`src/rtl/msrv_32_fetch_ctrl.sv`:
```
// msrv_32 instruction fetch controller: imem request/ack sequencing, fetch PC
// generation and a small instruction buffer feeding the instruction mux.
module msrv_32_fetch_ctrl #(
  parameter logic [31:0] RESET_PC   = 32'h0000_0000,
  parameter int unsigned FIFO_DEPTH = 2
) (
  input  logic        ms_riscv32_mp_clk_in,
  input  logic        ms_riscv32_mp_rst_in,
  output logic        imem_req_out,
  output logic [31:0] imem_addr_out,
  input  logic        imem_ack_in,
  input  logic [31:0] imem_rdata_in,
  input  logic        redirect_in,
  input  logic [31:0] redirect_pc_in,
  input  logic        stall_in,
  output logic [31:0] instr_out,
  output logic [31:0] pc_out,
  output logic        instr_valid_out,
  output logic        flush_out
);

  localparam int unsigned PTR_W = (FIFO_DEPTH > 1) ? $clog2(FIFO_DEPTH) : 1;
  localparam int unsigned CNT_W = PTR_W + 1;
  localparam logic [CNT_W-1:0] DEPTH_C = CNT_W'(FIFO_DEPTH);
  localparam logic [31:0] NOP_INSTR = 32'h0000_0013;
  localparam logic [31:0] ALIGN_MASK = 32'hFFFF_FFFC;
  localparam logic [31:0] RESET_PC_A = RESET_PC & ALIGN_MASK;

  typedef enum logic [1:0] {
    IDLE  = 2'd0,
    REQ   = 2'd1,
    DRAIN = 2'd2
  } state_t;

  typedef struct packed {
    logic [31:0] pc;
    logic [31:0] instr;
  } fetch_entry_t;

  state_t             state_q, state_d;
  logic [31:0]        fetch_pc_q, fetch_pc_d;
  logic [31:0]        addr_q, addr_d;
  logic [CNT_W-1:0]   count_q, count_d;
  logic [PTR_W-1:0]   rd_ptr_q, rd_ptr_d;
  logic [PTR_W-1:0]   wr_ptr_q, wr_ptr_d;
  logic               push, pop;
  fetch_entry_t       mem_q [FIFO_DEPTH];
  fetch_entry_t       head;
  logic               empty;

  // State and buffer bookkeeping registers
  always_ff @(posedge ms_riscv32_mp_clk_in) begin
    if (ms_riscv32_mp_rst_in) begin
      state_q    <= IDLE;
      fetch_pc_q <= RESET_PC_A;
      addr_q     <= RESET_PC_A;
      count_q    <= '0;
      rd_ptr_q   <= '0;
      wr_ptr_q   <= '0;
    end else begin
      state_q    <= state_d;
      fetch_pc_q <= fetch_pc_d;
      addr_q     <= addr_d;
      count_q    <= count_d;
      rd_ptr_q   <= rd_ptr_d;
      wr_ptr_q   <= wr_ptr_d;
    end
  end

  // Buffer storage; contents are don't-care while count is zero
  always_ff @(posedge ms_riscv32_mp_clk_in) begin
    if (push && !ms_riscv32_mp_rst_in) begin
      mem_q[wr_ptr_q] <= '{pc: fetch_pc_q, instr: imem_rdata_in};
    end
  end

  // Next-state, fetch PC and buffer pointer logic
  always_comb begin
    state_d    = state_q;
    fetch_pc_d = fetch_pc_q;
    count_d    = count_q;
    rd_ptr_d   = rd_ptr_q;
    wr_ptr_d   = wr_ptr_q;
    addr_d     = addr_q;
    pop        = (count_q != '0) && !stall_in && !redirect_in;
    push       = (state_q == REQ) && imem_ack_in && !redirect_in;

    if (redirect_in) begin
      // Redirect empties the buffer and retargets fetch
      count_d    = '0;
      rd_ptr_d   = '0;
      wr_ptr_d   = '0;
      fetch_pc_d = redirect_pc_in & ALIGN_MASK;
    end else begin
      count_d  = count_q + CNT_W'(push) - CNT_W'(pop);
      rd_ptr_d = rd_ptr_q + PTR_W'(pop);
      wr_ptr_d = wr_ptr_q + PTR_W'(push);
      if (push) begin
        fetch_pc_d = fetch_pc_q + 32'd4;
      end
    end

    case (state_q)
      IDLE: begin
        if (count_d < DEPTH_C) begin
          state_d = REQ;
        end
      end
      REQ: begin
        if (redirect_in) begin
          state_d = imem_ack_in ? REQ : DRAIN;
        end else if (imem_ack_in) begin
          state_d = (count_d < DEPTH_C) ? REQ : IDLE;
        end
      end
      DRAIN: begin
        if (imem_ack_in) begin
          state_d = REQ;
        end
      end
      default: state_d = IDLE;
    endcase

    // The bus address only moves once the outstanding request is acked
    addr_d = (state_d == DRAIN) ? addr_q : fetch_pc_d;
  end

  assign head  = mem_q[rd_ptr_q];
  assign empty = (count_q == '0);

  assign imem_req_out    = (state_q != IDLE);
  assign imem_addr_out   = addr_q;
  assign instr_out       = empty ? NOP_INSTR : head.instr;
  assign pc_out          = empty ? fetch_pc_q : head.pc;
  assign instr_valid_out = !empty && !redirect_in && !ms_riscv32_mp_rst_in;
  assign flush_out       = empty || redirect_in || ms_riscv32_mp_rst_in;

endmodule

```
`config.mk`:
```
export PLATFORM = sky130hd
export DESIGN_NAME = msrv_32_fetch_ctrl
export DESIGN_NICKNAME = d
export VERILOG_FILES = /design/src/rtl/msrv_32_fetch_ctrl.sv
export SDC_FILE = /design/constraint.sdc
export NUM_CORES = 1
export LEC_CHECK = 0
export CORE_ASPECT_RATIO = 1.25
export CORE_MARGIN = 2
export CORE_UTILIZATION = 46
export DETAILED_ROUTE_END_ITERATION = 16
export PLACE_DENSITY = 0.82
export SKIP_CTS_REPAIR_TIMING = 1
export SLEW_MARGIN = 20
export SYNTH_ARGS = -nofsm -noshare
export SYNTH_HDL_FRONTEND = slang
export SYNTH_SLANG_ARGS = --single-unit
```
`constraint.sdc`:
```
create_clock -name ms_riscv32_mp_clk_in -period 6.9 [get_ports ms_riscv32_mp_clk_in]
set_input_delay 1.38 -clock ms_riscv32_mp_clk_in [delete_from_list [all_inputs] [get_ports ms_riscv32_mp_clk_in]]
set_output_delay 1.38 -clock ms_riscv32_mp_clk_in [all_outputs]
set_load 0.02 [all_outputs]
```
== Word-level counts from Yosys, hierarchy flattened ==
Memory sizes are Yosys's and may differ from the RTL's. A register that Yosys moved wholly into a read port is not among the register bits.
Cells that the tools add are included.

* Output and inout port bits: 99
* Memory bits (writable): 128
* Bits of input ports: 69
* Bits in registers: 70
* Memories kept: 1
* Word-level logic and storage cells: 49

* Reductions and logical operators: 18
* Multiplexer cells: 15
* Add/subtract/negate cells: 5
* Equal/unequal tests: 3
* $lt $le $gt $ge: 1

{| class="wikitable"
|+ Memories
! memory !! words !! bits a word !! rd ports !! clocked after Yosys merged registers in !! write ports !! line !! text
|-
| mem_q || 2 || 64 || 1 || 1 || 1 || 47 || <nowiki>fetch_entry_t mem_q [FIFO_DEPTH];</nowiki>
|}

{| class="wikitable"
|+ Operators by type and width
! operator !! number
|-
| 32-bit 2-to-1 mux || 4
|-
| 32-bit by 3-bit adder with 32-bit output (second input constant) || 1
|-
| 2-bit 2-to-1 mux || 6
|-
| 1-bit logical AND || 7
|-
| 2-bit one-hot mux with 3 select lines || 1
|-
| 2-bit equality test (second input constant) || 2
|-
| 1-bit logical NOT || 4
|-
| 2-bit logical NOT || 2
|-
| 1-bit 2-to-1 mux || 4
|-
| 2-bit nonzero test || 2
|-
| 1-bit adder || 2
|-
| 2-bit by 1-bit adder with 2-bit output || 1
|-
| 2-bit by 1-bit equality test with 1-bit output (second input constant) || 1
|-
| 1-bit logical OR || 2
|-
| 2-bit less-than comparator (second input constant) || 1
|-
| 2-bit OR reduction || 1
|-
| 2-bit by 1-bit subtractor with 2-bit output || 1
|}

== Depth between registers and ports, before layout ==
* Depth after elaboration: 12
* Gate-level depth with buffers: 11
* Mapped depth without buffers: 10

== Least setup slack after synthesis ==
No wires, ideal clock.

* Kind: input to register
* Start: input redirect_in
* End: memory mem_q[0][0] (netlist name) (enable)
* Buffers on the path: 1
* Stages on the path: 4
* Setup slack: 149 ps
* Arrival: 6186 ps
* Cell sequence: buf_2 inv_2 nand2_1 nor3_1

* Longest elaborated chain between the ends: 5

{| class="wikitable"
|+ RTL lines
! element !! line !! text
|-
| start: declaration || 13 || <nowiki>input logic redirect_in,</nowiki>
|-
| 1-bit logical NOT || 86 || <nowiki>push = (state_q == REQ) && imem_ack_in && !redirect_in;</nowiki>
|-
| 1-bit logical AND || 86 ||
|-
| 1-bit logical AND || 72 || <nowiki>if (push && !ms_riscv32_mp_rst_in) begin</nowiki>
|-
| 1-bit 2-to-1 mux || 72 ||
|-
| 1-bit 2-to-1 mux (not written as such) || 73 || <nowiki>mem_q[wr_ptr_q] <= '{pc: fetch_pc_q, instr: imem_rdata_in};</nowiki>
|-
| end: declaration || 47 ||
|}

Every way passes these cells.

== Final worst setup path ==
* Start: input ms_riscv32_mp_rst_in
* End: output instr_valid_out

* Longest elaborated chain between the ends: 2

{| class="wikitable"
|+ RTL lines
! element !! line !! text
|-
| start: declaration || 8 || <nowiki>input logic ms_riscv32_mp_rst_in,</nowiki>
|-
| 1-bit logical NOT || 135 || <nowiki>assign instr_valid_out = !empty && !redirect_in && !ms_riscv32_mp_rst_in;</nowiki>
|-
| 1-bit logical AND || 135 ||
|-
| end: declaration || 18 || <nowiki>output logic instr_valid_out,</nowiki>
|}

Every way passes these cells.

==> impl_results.md <==
* Initial DRC count at 351
* Endpoints failing setup at 0
* # fillers at 1,407
* CP peak stage delay at 0.59 ns
* Core Region at 17,570 um2
* Clock buffer depth at 2
* Reg clk slew, reported paths at 0.07 ns
* Top post-synthesis cells by area: edfxtp_1 (46%), dfxtp_1 (17%), mux2i_1 (8.8%)
* TritonCTS buffer count at 17
* H-tree depth at 4
* Worst setup SP type: input pin
* Critical path capture point type: output port
* Hold WC Path Type: flip-flop to flip-flop
* Least-Margin Pin Slew at 1.024 ns
* Most Frequent Cell on Critical Path: clkdlybuf4s50_1
* Post-synthesis sequential area ratio at 0.6329
* Setup CP Type: input pin to output port
* Largest net degree at the start of global routing at 66
* Maximum vdd drop at 0.0001591 V
* Layout net count at 901
* I/O Pins at 168
* GPL Wtd Cong at 0.8438
* Area fraction of the dominant cell type after synthesis at 0.4638
* Post-synth ARST share at 0
* Starting density of the core at 0.4718
* Area leader, netlist: edfxtp_1
* Mean Syn Cell Area at 12.26 um2
* Initial antenna violation count at 0
* Final worst path period need at 4.624 ns
* Port buffer count at 165
* Rows at 54
* P&R area growth vs syn at 29.79%
* Mapped Area at 8288 um2
* Leak at 0.003698 uW
* Critical path's slowest cell: clkdlybuf4s50_1
* Syn Inst Count at 676
* Worst Path Arrival at 3.24 ns
* Max FO, Critical Path at 33
* Clock latency at the later pin of the worst-skew pair at 0.44 ns
* Crit-path cells: clkdlybuf4s50_1 -> buf_4 -> nor2_1 -> nand2_1 -> inv_1 -> clkdlybuf4s50_1
* TNS Setup at 0 ns
* Power per cell area at 237.9 nW/um2
* Worst path bufs/invs at 4
* Clock Skew at 0.01084 ns
* Dpl ws at 2.267 ns
* RSZ-0062 raised after global routing: no
* # Max-Cap Violations at 0
* Most used DFF post-synth: edfxtp_1
* Die width at 124.1 um
* EDFF count, synth at 128
* Post-route setup slack at 2.276 ns
* All-layer global routing usage at 0.2004
* Drt via density at 5.379
* Crit-path leading delay family: buffers and inverters
* First-pass GRT wire length at 29.31 mm
* #FFs+latches synth at 198
* Synth unique cells at 53
* Slew headroom at 0.3123
* Remaining antenna violation count at 0
* Sink Count at 198
* Hold Vio Cnt, Final at 0
* CTS tree: yes
* DP HPWL at 12.74 mm
* Die area at 19,110 um2
* DRC viols at 0
* Final period utilization at 0.6701
* Routed WL at 18.83 mm
* Vias in the first global route at 5,742
* Die Y at 154.1 um
* Initial DRT Pass Iterations at 4
* Fmax at 0.2163 GHz
* Status: complete, no violations
* Routed vias at 5,734
* Warnings from Yosys at 0
* GRT overflow at 0
* Root Driver: clkbuf_16
* WP data required at 5.52 ns
* Max-slew violation count at 0
* WL/cell at 17.66 um
* Ant diodes at 0
* Share of post-route cells with drive strength above 1 at 0.07007
* Syn nets at 748
-- layout by cell type (no fill, tap or decap), types with 17 or more instances in the layout --
master           instances
clkdlybuf4s50_1        165
dfxtp_1                 69
mux2i_1                 73
clkbuf_16               17
nor2_1                  63
o21ai_0                 48
nand2_1                 59
o21a_1                  17
edfxtp_1               128
-- through the flow --
| stage | instances | area [um2] | power, uW | utilization | hold slack (ns) |
|---|---|---|---|---|---|
| 2_1_floorplan | 676 | 8288 | 1479 | - | 0.4237 |
| 3_3_place_gp | 1032 | 10130 | 1612 | 0.5765 | 0.4481 |
| 3_5_place_dp | 1033 | 10150 | 1620 | 0.5781 | 0.4464 |
| 4_1_cts | 1065 | 10730 | 2573 | 0.6108 | 0.4699 |
| 5_1_grt | 1066 | 10760 | 2641 | 0.6123 | 0.4895 |
| 6_report | 1066 | 10760 | 2559 | 0.6123 | 0.4664 |
-- path summary, 6_finish.rpt --
check	startpoint	endpoint	slack (ns)	cells after the start
max reg2reg	state_q[0]	mem_q[1][60]	4.25	3
min reg2reg	imem_addr_out[6]	imem_addr_out[6]	0.47	2
min	imem_addr_out[6]	imem_addr_out[6]	0.47	2
max	ms_riscv32_mp_rst_in	instr_valid_out	2.28	6
-- synthesized netlist by cell type (3+ instances only) --
cell      number
a22oi_1        5
dfxtp_1       70
nand2_1       59
ha_1           3
nand3_1       11
xnor2_1       16
xor2_1        15
clkbuf_1      30
a22o_1        10
o21ai_0       48
nor3_1        12
nand2b_1       4
edfxtp_1     128
nor2_1        64
buf_2          8
inv_1          6
a211oi_1       8
nor4_1         4
o21a_1        17
mux2i_1       73
a21o_1         9
and2_1         6
and3_1         7
nand4_1       16
a21oi_1       11
-- kinds of logic (layout without fill, tap and decap cells) --
kind of cell	Yosys count	count (layout)	share of synthesized area
and+or+nand+nor	205	205	0.1261
DFF	198	198	0.6329
AOI/OAI and AO/OA	119	119	0.09269
muxes	73	73	0.08816
buffers and inverters	47	213	0.02295
xor gates and xnor gates	31	31	0.03276
adders and majority gates	3	3	0.004529
-- registers in the layout (all words and copies together), names as in the netlist --
| register | count |
|---|---|
| count_q | 2 |
| wr_ptr_q | 1 |
| state_q | 2 |
| rd_ptr_q | 1 |
| mem_q | 128 |
| fetch_pc_q | 32 |
| imem_addr_out | 32 |
-- worst min-delay path, stage by stage, from the launching register on --
cell     delay (ns)
dfxtp_1        0.31
nand2_1        0.05
a21oi_1        0.05
-- where the power goes --
| part | total, uW | switching [uW] | internal (uW) | leakage (uW) |
|---|---|---|---|---|
| clock network | 965 | 422 | 543 | 0.000284 |
| registers | 1330 | 37.2 | 1300 | 0.00174 |
| logic | 261 | 134 | 128 | 0.00167 |
| total | 2560 | 593 | 1970 | 0.00370 |
-- final cells by class --
cell class	count	area, um2	area share
flip-flops and latches	198	5249	0.4880
multi-input cells	431	2872	0.2670
repair buffers	173	1752	0.1628
clock buffers	20	446.7	0.04153
well taps	224	280.3	0.02606
clock inverters	12	127.6	0.01186
inverters	8	30.03	0.002792
-- routing by layer --
layer	share of wire	up-vias	global-route usage
met2	0.49	202	0.3294
met1	0.41	2704	0.2407
met4	0.038	0	0.1065
met3	0.058	45	0.04748
met5	0	-	0
li1	-	2783	-
Power figures use the tool's default switching activity.
